File: src/rtl/rtos_sched_rr.sv
// rtl/rtos_sched_rr.sv - priority scheduler with round-robin time slicing among equal-priority ready tasks
module rtos_sched_rr #(
  parameter  int NTASK     = 8,
  parameter  int PRIO_W    = 3,
  parameter  int SLICE_W   = 4,
  parameter  int TCB_BYTES = 64,
  localparam int IDX_W     = $clog2(NTASK)
) (
  input  logic               aclk,
  input  logic               aresetn,
  input  logic               tick_in,
  input  logic [NTASK-1:0]   ready_in,
  input  logic               prio_wr_en,
  input  logic [IDX_W-1:0]   prio_wr_idx,
  input  logic [PRIO_W-1:0]  prio_wr_data,
  input  logic [SLICE_W-1:0] slice_len_in,
  input  logic [31:0]        tcb_base_in,
  input  logic               switch_ack_in,
  output logic               switch_req_out,
  output logic [IDX_W-1:0]   next_idx_out,
  output logic [31:0]        next_tcb_out,
  output logic               cur_valid_out,
  output logic [IDX_W-1:0]   cur_idx_out,
  output logic [31:0]        addrTCB_out
);

  typedef enum logic [1:0] {IDLE, RUN, SELECT, SWITCH} state_t;

  state_t              state;
  logic [PRIO_W-1:0]   prio_tab [NTASK];
  logic                tick_q;
  logic                tick;
  logic [SLICE_W-1:0]  slice_cnt;
  logic [SLICE_W-1:0]  slice_reload;
  logic [IDX_W-1:0]    cur_idx;
  logic [IDX_W-1:0]    next_idx;
  logic                cur_valid;
  logic                switch_req;
  logic [PRIO_W-1:0]   cur_prio;
  logic                higher_rdy;
  logic                peer_rdy;
  logic [IDX_W-1:0]    scan_start;
  logic [IDX_W:0]      slot;
  logic                pick_found;
  logic [IDX_W-1:0]    pick_idx;
  logic [PRIO_W-1:0]   pick_prio;

  assign tick         = tick_in & ~tick_q;
  assign slice_reload = (slice_len_in == '0) ? SLICE_W'(1) : slice_len_in;
  assign cur_prio     = prio_tab[cur_idx];

  // Preemption and slice-expiry candidates relative to the running task
  always_comb begin
    higher_rdy = 1'b0;
    peer_rdy   = 1'b0;
    for (int j = 0; j < NTASK; j++) begin
      if (ready_in[j] && (prio_tab[j] > cur_prio))
        higher_rdy = 1'b1;
      if (ready_in[j] && (prio_tab[j] == cur_prio) && (IDX_W'(j) != cur_idx))
        peer_rdy = 1'b1;
    end
  end

  // Circular scan from the slot after the running task; strict > keeps the first tie seen
  always_comb begin
    scan_start = '0;
    if (cur_valid && ({1'b0, cur_idx} != (IDX_W+1)'(NTASK - 1)))
      scan_start = cur_idx + IDX_W'(1);
    slot       = '0;
    pick_found = 1'b0;
    pick_idx   = '0;
    pick_prio  = '0;
    for (int k = 0; k < NTASK; k++) begin
      slot = {1'b0, scan_start} + (IDX_W+1)'(k);
      if (slot >= (IDX_W+1)'(NTASK))
        slot = slot - (IDX_W+1)'(NTASK);
      if (ready_in[slot[IDX_W-1:0]] && (!pick_found || (prio_tab[slot[IDX_W-1:0]] > pick_prio))) begin
        pick_found = 1'b1;
        pick_idx   = slot[IDX_W-1:0];
        pick_prio  = prio_tab[slot[IDX_W-1:0]];
      end
    end
  end

  always_ff @(posedge aclk) begin
    if (!aresetn) begin
      state      <= IDLE;
      switch_req <= 1'b0;
      cur_valid  <= 1'b0;
      cur_idx    <= '0;
      next_idx   <= '0;
      slice_cnt  <= SLICE_W'(1);
      tick_q     <= 1'b0;
      for (int i = 0; i < NTASK; i++)
        prio_tab[i] <= '0;
    end else begin
      tick_q <= tick_in;
      if (prio_wr_en && ({1'b0, prio_wr_idx} < (IDX_W+1)'(NTASK)))
        prio_tab[prio_wr_idx] <= prio_wr_data;
      case (state)
        IDLE: begin
          if (|ready_in)
            state <= SELECT;
        end
        RUN: begin
          if (!ready_in[cur_idx] || higher_rdy || (tick && (slice_cnt == SLICE_W'(1)) && peer_rdy))
            state <= SELECT;
          else if (tick && (slice_cnt > SLICE_W'(1)))
            slice_cnt <= slice_cnt - SLICE_W'(1);
        end
        SELECT: begin
          if (!pick_found) begin
            state     <= IDLE;
            cur_valid <= 1'b0;
          end else if (cur_valid && (pick_idx == cur_idx)) begin
            state     <= RUN;
            slice_cnt <= slice_reload;
          end else begin
            next_idx   <= pick_idx;
            switch_req <= 1'b1;
            state      <= SWITCH;
          end
        end
        SWITCH: begin
          if (switch_ack_in) begin
            cur_idx    <= next_idx;
            cur_valid  <= 1'b1;
            slice_cnt  <= slice_reload;
            switch_req <= 1'b0;
            state      <= RUN;
          end
        end
        default: state <= IDLE;
      endcase
    end
  end

  assign switch_req_out = switch_req;
  assign next_idx_out   = next_idx;
  assign cur_valid_out  = cur_valid;
  assign cur_idx_out    = cur_idx;
  assign next_tcb_out   = tcb_base_in + 32'(next_idx) * 32'(TCB_BYTES);
  assign addrTCB_out    = tcb_base_in + 32'(cur_idx) * 32'(TCB_BYTES);

endmodule

File: config.mk
export PLATFORM = sky130hd
export DESIGN_NAME = rtos_sched_rr
export DESIGN_NICKNAME = d
export VERILOG_FILES = /design/src/rtl/rtos_sched_rr.sv
export SDC_FILE = /design/constraint.sdc
export NUM_CORES = 1
export LEC_CHECK = 0
export ABC_AREA = 1
export CAP_MARGIN = 25
export CORE_ASPECT_RATIO = 1.1
export CORE_MARGIN = 5
export CORE_UTILIZATION = 49
export DETAILED_ROUTE_END_ITERATION = 6
export PLACE_DENSITY = 0.79
export SYNTH_ARGS = -nofsm -noshare
export SYNTH_HDL_FRONTEND = slang
export SYNTH_SLANG_ARGS = --single-unit
File: constraint.sdc
create_clock -name aclk -period 10.27 [get_ports aclk]
set_clock_uncertainty 0.2 [all_clocks]
set_input_delay 1.5405 -clock aclk [delete_from_list [all_inputs] [get_ports aclk]]
set_output_delay 1.5405 -clock aclk [all_outputs]
set_load 0.01 [all_outputs]
Word level (Yosys, flattened, before mapping). Memory sizes are Yosys's and may differ from the RTL's. A register that Yosys moved wholly into a read port is not among the register bits. Cells that the tools add are included.

Register bits after elaboration: 15. Memory bits (writable): 24. Input bits: 55. Output and inout port bits: 72. Logic and storage cells: 254. Memories kept: 1.

Add/sub/neg operators: 19. Order comparisons: 33. Eq/ne operators: 30. Muxes and demuxes: 95. Bitwise logic cells: 3. Reduce and logical (&&, ||, !) cells: 66.

Memory list: prio_tab (depth 8, width 3, read ports 17, clocked after Yosys merged registers in 1, wr ports 8, RTL line 30) `logic [PRIO_W-1:0] prio_tab [NTASK];`.

Operators by type and width (count): $mux W3 (28); $add A32 B9 Y32 (2); $gt A3 B3 Y1 (15); $mux W1 (43); $logic_and A1 B1 Y1 (36); $lt A3 B4 Y1 const B (9); $ge A4 B4 Y1 const B (7); $bmux W1 S3 (9); $eq A3 B3 Y1 (9); $mux W4 (6); $sub A3 B1 Y3 const B (8); $ne A2 B2 Y1 const B (9); $add A3 B3 Y4 const B (4); $ne A3 B3 Y1 const A (4); $pmux W4 S3 (1); $mux W2 (5); $logic_or A1 B1 Y1 (9); $reduce_and A3 Y1 (3); $add A3 B2 Y4 const B (2); $logic_not A1 Y1 (8); $pmux W2 S4 (1); $reduce_or A8 Y1 (1); $ne A2 B3 Y1 const A (2); $reduce_and A6 Y1 (1); other kinds (20) (24).

Depth between registers and ports, before layout. Gate-level depths: netlist of run 1.

Word-level depth: 41. Mapped depth: 82. Gate-level depth less buffers: 77.

Least setup slack after synthesis of run 1. No wires, ideal clock.

Path type: flip-flop to flip-flop. From: reg cur_idx[1] (netlist: cur_idx_out[1]). To: reg slice_cnt[0]. Library setup time: 133 ps. Arrival time: 9634 ps. Data required time: 9937 ps. Path slack: 303 ps. Stages on the path, launching flop included: 80. Path buffers: 5. Clock period less this slack: 9967 ps. Cell sequence: dfxtp_1 > inv_1 > ha_1 > nand3_4 > buf_2 > buf_2 > ha_1 > clkbuf_1 > inv_1 > clkbuf_1 > nand2_1 > o21ai_1 > inv_1 > nand2_1 > o21ai_1 > ha_1 > a21oi_1 > o21ai_0 > [... 44 more ...] > o21ai_0 > ha_1 > a21oi_1 > o21ai_0 > nand2_1 > nand2_1 > nand2_2 > o21ai_0 > inv_1 > nand2_1 > nand2_1 > nor2_1 > nor2_2 > nand3_2 > nand2_2 > nand2_1 > nand2_1 > nand3_1.

Cells in the longest elaborated chain, start to end: 40. Elaborated cells on any way between the ends: 139. Classes of those cells: add/sub: 16; order compare: 15; eq/ne: 12; mux: 58; reduce/logical: 37; memory: 1.

Ends and longest elaborated chain: start: declaration (RTL line 35) `logic [IDX_W-1:0] cur_idx;`; start signal: assignment (RTL line 126) `cur_idx <= next_idx;`; parallel branches: the longest is 39 deep, another holds $add A3 B1 Y4; $reduce_and A6 Y1 (no line) (*); end signal: assignment (RTL line 109) `slice_cnt <= slice_cnt - SLICE_W'(1);`; end signal: assignment (RTL line 117) `slice_cnt <= slice_reload;`; end signal: assignment (RTL line 128) `slice_cnt <= slice_reload;`; end: declaration (RTL line 33) `logic [SLICE_W-1:0] slice_cnt;`.

Mark *: on every way between the ends. The select of a mux whose other input is x is not followed. A chain may end at the register's enable or synchronous reset.

Worst setup path after layout of run 1.
From: in ready_in[5]. To: reg slice_cnt[0].

Cells in the longest elaborated chain, start to end: 35. Elaborated cells on any way between the ends: 88. Classes of those cells: order compare: 7; eq/ne: 4; mux: 47; reduce/logical: 30.

Ends and longest elaborated chain: start: declaration (RTL line 12) `input logic [NTASK-1:0] ready_in,`; $bmux W1 S3 (RTL line 77) `if (ready_in[slot[IDX_W-1:0]] && (!pick_found || (prio_tab[slot[IDX_W-1:0]] > pick_prio))) begin`; $mux W1 (not written as such) (RTL line 77); $mux W3 / $mux W1 (equally long branches) (RTL line 77); $gt A3 B3 Y1 / $logic_not A1 Y1 (equally long branches) (RTL line 77); $logic_or A1 B1 Y1 (RTL line 77); $logic_and A1 B1 Y1 (RTL line 77); $mux W3 / $mux W1 (equally long branches) (RTL line 77); $gt A3 B3 Y1 / $logic_not A1 Y1 (equally long branches) (RTL line 77); [... 19 more ...]; $gt A3 B3 Y1 / $logic_not A1 Y1 (equally long branches) (RTL line 77); $logic_or A1 B1 Y1 (RTL line 77); $logic_and A1 B1 Y1 (RTL line 77); $mux W3 (RTL line 77); $eq A3 B3 Y1 (RTL line 115) `end else if (cur_valid && (pick_idx == cur_idx)) begin`; $logic_and A1 B1 Y1 (RTL line 115); $ne A2 B2 Y1 (no line); $reduce_and A6 Y1 (no line) (*).

Mark *: on every way between the ends. The rest lies on a longest branch, timed or not. The select of a mux whose other input is x is not followed.

==> results.sh, run 1 <==
export IMPL_die_height_um=131
export IMPL_total_leakage_power_uw=0.00400
export IMPL_grt_pass1_wl_mm=32.3
export IMPL_grt_antenna_before_repair=1
export IMPL_cts_sinks=42
export IMPL_postSynth_topFlopCell="sky130_fd_sc_hd__edfxtp_1"
export IMPL_crit_cells=72
export IMPL_finish_instance_area_sq_mm=0.00832
export IMPL_mostFrequentLayoutCells="sky130_fd_sc_hd__nand2_1, sky130_fd_sc_hd__inv_1, sky130_fd_sc_hd__clkdlybuf4s50_1, sky130_fd_sc_hd__o21ai_0, sky130_fd_sc_hd__nand3_1"
export IMPL_floorplan_core_area_sq_mm=0.0131
export IMPL_cell_area_after_synthesis_sq_mm=0.00647
export IMPL_port_buffers=108
export IMPL_fp_dieArea_sq_mm=0.0156
export IMPL_clockBufferDepth=2
export IMPL_place_ws_ns=-0.345
export IMPL_gr_usage_all_layers_pct=25.3
export IMPL_design_final_nets=1290
export IMPL_layout_cells_most_common="sky130_fd_sc_hd__nand2_1"
export IMPL_worstPathMaxFanout=7
export IMPL_global_route_overflow_total=0
export IMPL_drt_first_iter_violations=601
export IMPL_dp_final_hpwl_mm=16.7
export IMPL_post_synth_cell_area_avg_sq_um=6.23
export IMPL_ant_nets=0
export IMPL_clk_pin_slew_worst_paths_ns=0.06
export IMPL_layout_area_overhead_vs_synth_pct=28.5
export IMPL_floorplan_die_width_um=120
export IMPL_num_vias=7438
export IMPL_gpl_final_weighted_congestion=0.974
export IMPL_drive_above_1_share_pct=13.3
export IMPL_timing_max_transition_violations_final=0
export IMPL_cp_arrival_ns=9.63
export IMPL_dpl_cell_area_sq_mm=0.00777
export IMPL_yosys_register_bits=42
export IMPL_cts_root_buffer_cell="sky130_fd_sc_hd__clkbuf_16"
export IMPL_ctsHtreeMaxLevel=2
export IMPL_hold_viol=0
export IMPL_mappedNetlistNets=1156
export IMPL_kind_of_critical_path="input pin to flip-flop"
export IMPL_synth_edf_count=24
export IMPL_grt_start_max_net_pins=63
export IMPL_crit_path_start_kind="input pin"
export IMPL_timing_setup_tns_ns=0
export IMPL_worst_ep_required_time_ns=10.22
export IMPL_timing_reg2reg_worst_path_depth=74
export IMPL_period_share_pct=94.3
export IMPL_cts_made_buffers=5
export IMPL_worst_hold_path_type="flip-flop to flip-flop"
export IMPL_status="complete, no violations"
export IMPL_clkLatencyLatePin_ns=0.29
export IMPL_start_util_pct=49.4
export IMPL_synth_lib_cells_used_distinct=49
export IMPL_detail_route_drc_violations=0
export IMPL_worst_slew_pin_slew_ns=0.822
export IMPL_path_buf_inv=6
export IMPL_worst_setup_path_end_kind="flip-flop"
export IMPL_relative_slew_slack_pct=45.0
export IMPL_top_level_ports=127
export IMPL_timing_critical_path_max_delay_family="simple AND/OR/NAND/NOR gates"
export IMPL_post_synth_inst_count=1039
export IMPL_fmax_mhz=103
export IMPL_detail_route_vias_per_cell=5.57
export IMPL_vdd_drop_max_mv=0.105
export IMPL_hold_path_depth=2
export IMPL_finalHoldWorstSlack_ns=0.285
export IMPL_post_route_min_period_ns=9.68
export IMPL_tritoncts="yes"
export IMPL_vias_in_the_first_global_route=6848
export IMPL_asyncSetResetFlopFracSynth_pct=0
export IMPL_setup_ws_ns=0.587
export IMPL_finalWirelength_mm=21.1
export IMPL_post_drt_wl_per_cell_um=15.8
export IMPL_fp_row_count=44
export IMPL_critical_path_max_stage_delay_ns=0.37
export IMPL_maxCapViolations=0
export IMPL_synth_warning_count=0
export IMPL_final_setup_viol_count=0
export IMPL_critical_path_slowest_cell="sky130_fd_sc_hd__ha_1"
export IMPL_drt_first_pass_iters=7
export IMPL_cts_hold_repair_buffers=0
export IMPL_yosysSeqAreaShare_pct=16.7
export IMPL_timing_critical_path_mode_cell="sky130_fd_sc_hd__nand2_1"
export IMPL_p_per_area_mw_per_mm2=141
[sequential cells by signal, summed over array words and instances (netlist names), named ones only]
signal,count
cur_idx_out,3
state,2
cur_valid_out,1
next_idx_out,3
prio_tab,24
slice_cnt,4
switch_req_out,1
tick_q,1
[through the flow]
stage	utilization, %	std cells	total power [uW]
6_report	63.5	1336	1170
5_1_grt	63.5	1336	1280
4_1_cts	60.5	1313	1100
3_5_place_dp	59.3	1305	934
2_1_floorplan	-	1039	697
3_3_place_gp	59.3	1305	922
[area by class of cell]
type	count	area (sq um)
diodes	1	2.50
multi-input cells	826	4810
fillers	1189	4780
repair inverters	1	7.51
well taps	161	201
clock inverters	3	23.8
flip-flops and latches	42	1090
repair buffers	166	1570
inverters	131	498
clock buffers	5	125
[where the power goes]
group	switching, uW	internal [uW]	total [uW]
Combinational	452	346	798
Sequential	19.0	192	211
Clock	68.6	90.8	159
Total	540	629	1170
[cells in the mapped netlist (all sizes together), types with 7 or more instances]
cell type  number  area share (%)
a21oi          54             4.2
buf            29             3.5
clkbuf         11            0.66
dfxtp          18             5.6
edfxtp         24              11
ha             60              12
inv           130             7.6
nand2         300              18
nand3          95             8.0
nand4          16             1.5
nor2           79             5.4
nor3            7            0.54
o21ai         134              11
xnor2           8             1.1
xor2           43             6.2
[metal layers]
metal	GRT usage (%)	wire length, um	vias up
li1	-	-	3714
met1	30.0	8240	3282
met3	5.12	1820	83
met5	0	0	-
met4	13.9	1230	0
met2	43.3	9840	359
[what timing repair did]
item | 4_1_cts | 5_1_grt
resized for setup | 2 | 80
endpoints found under the setup margin | 4 | 9
setup buffers | 0 | 17
cloned | 0 | 5
pin swaps | 0 | 34
[worst paths after layout]
| kind | start | to | slack [ns] |
|---|---|---|---|
| setup / recovery | ready_in[5] | slice_cnt[0]$_SDFFE_PN1P_ | 0.59 |
| hold / removal | switch_req_out$_SDFFE_PN0P_ | switch_req_out$_SDFFE_PN0P_ | 0.29 |
| setup reg to reg | cur_idx_out[0]$_SDFFE_PN0P_ | slice_cnt[0]$_SDFFE_PN1P_ | 0.59 |
| hold reg to reg | switch_req_out$_SDFFE_PN0P_ | switch_req_out$_SDFFE_PN0P_ | 0.29 |
[tightest hold or removal path: cells and delay by family, from the launching register on]
| kind | cells | cell delay [ns] |
|---|---|---|
| flops | 1 | 0.32 |
| compound gates | 1 | 0.05 |
| simple gates | 1 | 0.07 |
[cells by family (layout without fill, tap and decap cells)]
| logic type | count (synthesis) | count (layout) | share of synthesized area (%) |
|---|---|---|---|
| other cells | 0 | 1 | 0 |
| buf+inv | 171 | 306 | 11.8 |
| compound gates | 204 | 204 | 16.8 |
| xor+xnor | 51 | 51 | 7.31 |
| fa+ha+maj | 62 | 62 | 12.2 |
| simple gates | 509 | 509 | 35.1 |
| flops | 42 | 42 | 16.7 |
No activity file was read; power rests on OpenSTA's default activity.
==> run 2: changes to the inputs <==
- REMOVE_ABC_BUFFERS: not set -> 1
==> results.sh, run 2 (synthesized netlist as in run 1, its figures left out) <==
export IMPL_status="complete, no violations"
export IMPL_port_buffers=108
export IMPL_worst_ep_required_time_ns=10.30
export IMPL_die_height_um=131
export IMPL_num_fill_cells=1188
export IMPL_maxCapViolations=0
export IMPL_grt_antenna_before_repair=1
export IMPL_cts_root_buffer_cell="sky130_fd_sc_hd__clkbuf_16"
export IMPL_floorplan_die_width_um=120
export IMPL_clockBufferDepth=2
export IMPL_ant_nets=0
export IMPL_num_vias=7432
export IMPL_mostFrequentLayoutCells="sky130_fd_sc_hd__nand2_1, sky130_fd_sc_hd__inv_1, sky130_fd_sc_hd__clkdlybuf4s50_1, sky130_fd_sc_hd__o21ai_0, sky130_fd_sc_hd__nand3_1"
export IMPL_grt_start_max_net_pins=63
export IMPL_cts_made_buffers=5
export IMPL_gr_usage_all_layers_pct=25.8
export IMPL_dp_final_hpwl_mm=17.0
export IMPL_hold_viol=0
export IMPL_finalWirelength_mm=21.5
export IMPL_grt_pass1_wl_mm=33.0
export IMPL_clk_pin_slew_worst_paths_ns=0.06
export IMPL_kind_of_critical_path="input pin to flip-flop"
export IMPL_gpl_final_weighted_congestion=1.03
export IMPL_period_share_pct=92.3
export IMPL_global_route_overflow_total=0
export IMPL_top_level_ports=127
export IMPL_ctsHtreeMaxLevel=2
export IMPL_worstPathMaxFanout=7
export IMPL_start_util_pct=49.4
export IMPL_tritoncts="yes"
export IMPL_design_final_nets=1293
export IMPL_largest_reg_flops=24
export IMPL_critical_path_max_stage_delay_ns=0.36
export IMPL_crit_path_start_kind="input pin"
export IMPL_cp_arrival_ns=9.51
export IMPL_layout_cells_most_common="sky130_fd_sc_hd__nand2_1"
export IMPL_register_bank_with_the_most_flops="prio_tab"
export IMPL_vdd_drop_max_mv=0.0875
export IMPL_timing_max_transition_violations_final=0
export IMPL_drive_above_1_share_pct=14.6
export IMPL_fmax_mhz=105
export IMPL_clkLatencyLatePin_ns=0.29
export IMPL_worst_setup_path_end_kind="flip-flop"
export IMPL_layout_area_overhead_vs_synth_pct=29.1
export IMPL_post_drt_wl_per_cell_um=16.1
export IMPL_antenna_diodes=0
export IMPL_cts_hold_repair_buffers=0
export IMPL_worst_slew_pin_slew_ns=0.891
export IMPL_floorplan_core_area_sq_mm=0.0131
export IMPL_reg_top3="prio_tab: 24 flops, slice_cnt: 4 flops"
export IMPL_drt_first_iter_violations=583
export IMPL_vias_in_the_first_global_route=6873
export IMPL_cts_sinks=42
export IMPL_detail_route_vias_per_cell=5.55
export IMPL_relative_slew_slack_pct=40.3
export IMPL_p_per_area_mw_per_mm2=142
export IMPL_final_setup_viol_count=0
export IMPL_post_route_min_period_ns=9.48
export IMPL_fp_row_count=44
export IMPL_timing_critical_path_mode_cell="sky130_fd_sc_hd__nand2_1"
export IMPL_fp_dieArea_sq_mm=0.0156
export IMPL_finalHoldWorstSlack_ns=0.267
export IMPL_critical_path_slowest_cell="sky130_fd_sc_hd__ha_1"
export IMPL_worst_hold_path_type="flip-flop to flip-flop"
export IMPL_fin_total_pwr_uw=1180
export IMPL_detail_route_drc_violations=0
export IMPL_total_leakage_power_uw=0.00400
export IMPL_drt_first_pass_iters=5
==> run 2: changes by cell type in the layout (fill, tap and decap cells not counted), moves of 2 or more <==
cell                             delta
sky130_fd_sc_hd__buf_4              +4
sky130_fd_sc_hd__clkbuf_2           +2
sky130_fd_sc_hd__dlymetal6s2s_1     -3
sky130_fd_sc_hd__ha_2               +2
sky130_fd_sc_hd__nand2_1            -2
sky130_fd_sc_hd__nand2_2            +3
sky130_fd_sc_hd__nand3_4            +2
sky130_fd_sc_hd__o21ai_0            -2
sky130_fd_sc_hd__o21ai_1            -2
sky130_fd_sc_hd__o21ai_2            +4
==> run 2: routing by layer <==
layer  GRT usage [%]  up-vias  part of all wire (%)
met4            10.6        2                   4.2
met2            44.9      336                    47
li1                -     3701                     -
met1            31.4     3326                    41
met3            5.04       67                   7.2
met5               0        -                 0.060
==> run 2: through the flow <==
stage,utilization (%),worst slack (ns),setup TNS (ns),cells,cell area (sq um)
3_5_place_dp,59.8,-0.291,-1.96,1313,7840
6_report,63.8,0.786,0,1338,8360
4_1_cts,60.9,0.000341,0,1321,7980
3_3_place_gp,59.8,0.0462,0,1313,7840
2_1_floorplan,-,0.389,0,999,6200
5_1_grt,63.8,-0.0692,-0.443,1338,8360
==> run 2: worst max-delay path, delay by kind of cell <==
kind | cells | cell delay, ns
compound gates | 14 | 1.40
fa+ha+maj | 7 | 2.27
buf+inv | 6 | 0.63
simple gates | 47 | 3.62
==> run 2: timing repair <==
item,CTS,global route
gates resized for setup,0,101
buffers inserted,0,12
hold endpoints to repair,0,0
setup endpoints to repair,0,9
==> run 2: final timing paths <==
kind                          startpoint                      endpoint  slack, ns  cells after the start
max                          ready_in[3]  next_idx_out[0]$_SDFFE_PN0P_       0.79                     74
max reg2reg  cur_idx_out[0]$_SDFFE_PN0P_  next_idx_out[0]$_SDFFE_PN0P_       0.83                     75
min reg2reg  switch_req_out$_SDFFE_PN0P_   switch_req_out$_SDFFE_PN0P_       0.27                      2
min          switch_req_out$_SDFFE_PN0P_   switch_req_out$_SDFFE_PN0P_       0.27                      2
==> run 2: where the power goes <==
| part | internal [uW] | total [uW] | switching [uW] |
|---|---|---|---|
| Combinational | 358 | 811 | 453 |
| Sequential | 192 | 211 | 18.9 |
| Clock | 90.9 | 161 | 70.1 |
| Total | 641 | 1180 | 542 |
==> run 2: area by class of cell <==
class,count,area [sq um],area share (%)
clock buffer,5,125,1.50
clock inverter,3,23.8,0.284
inverter,131,504,6.03
multi-input combinational,826,4830,57.8
sequential,42,1090,13.0
tap,161,201,2.41
timing repair buffer,169,1570,18.8
timing repair inverter,1,7.51,0.0898
==> run 3: changes to the inputs <==
- SKIP_CTS_REPAIR_TIMING: not set -> 1
==> results of run 3 <==
Final layout, timing and power as in run 2 (identical DEF).
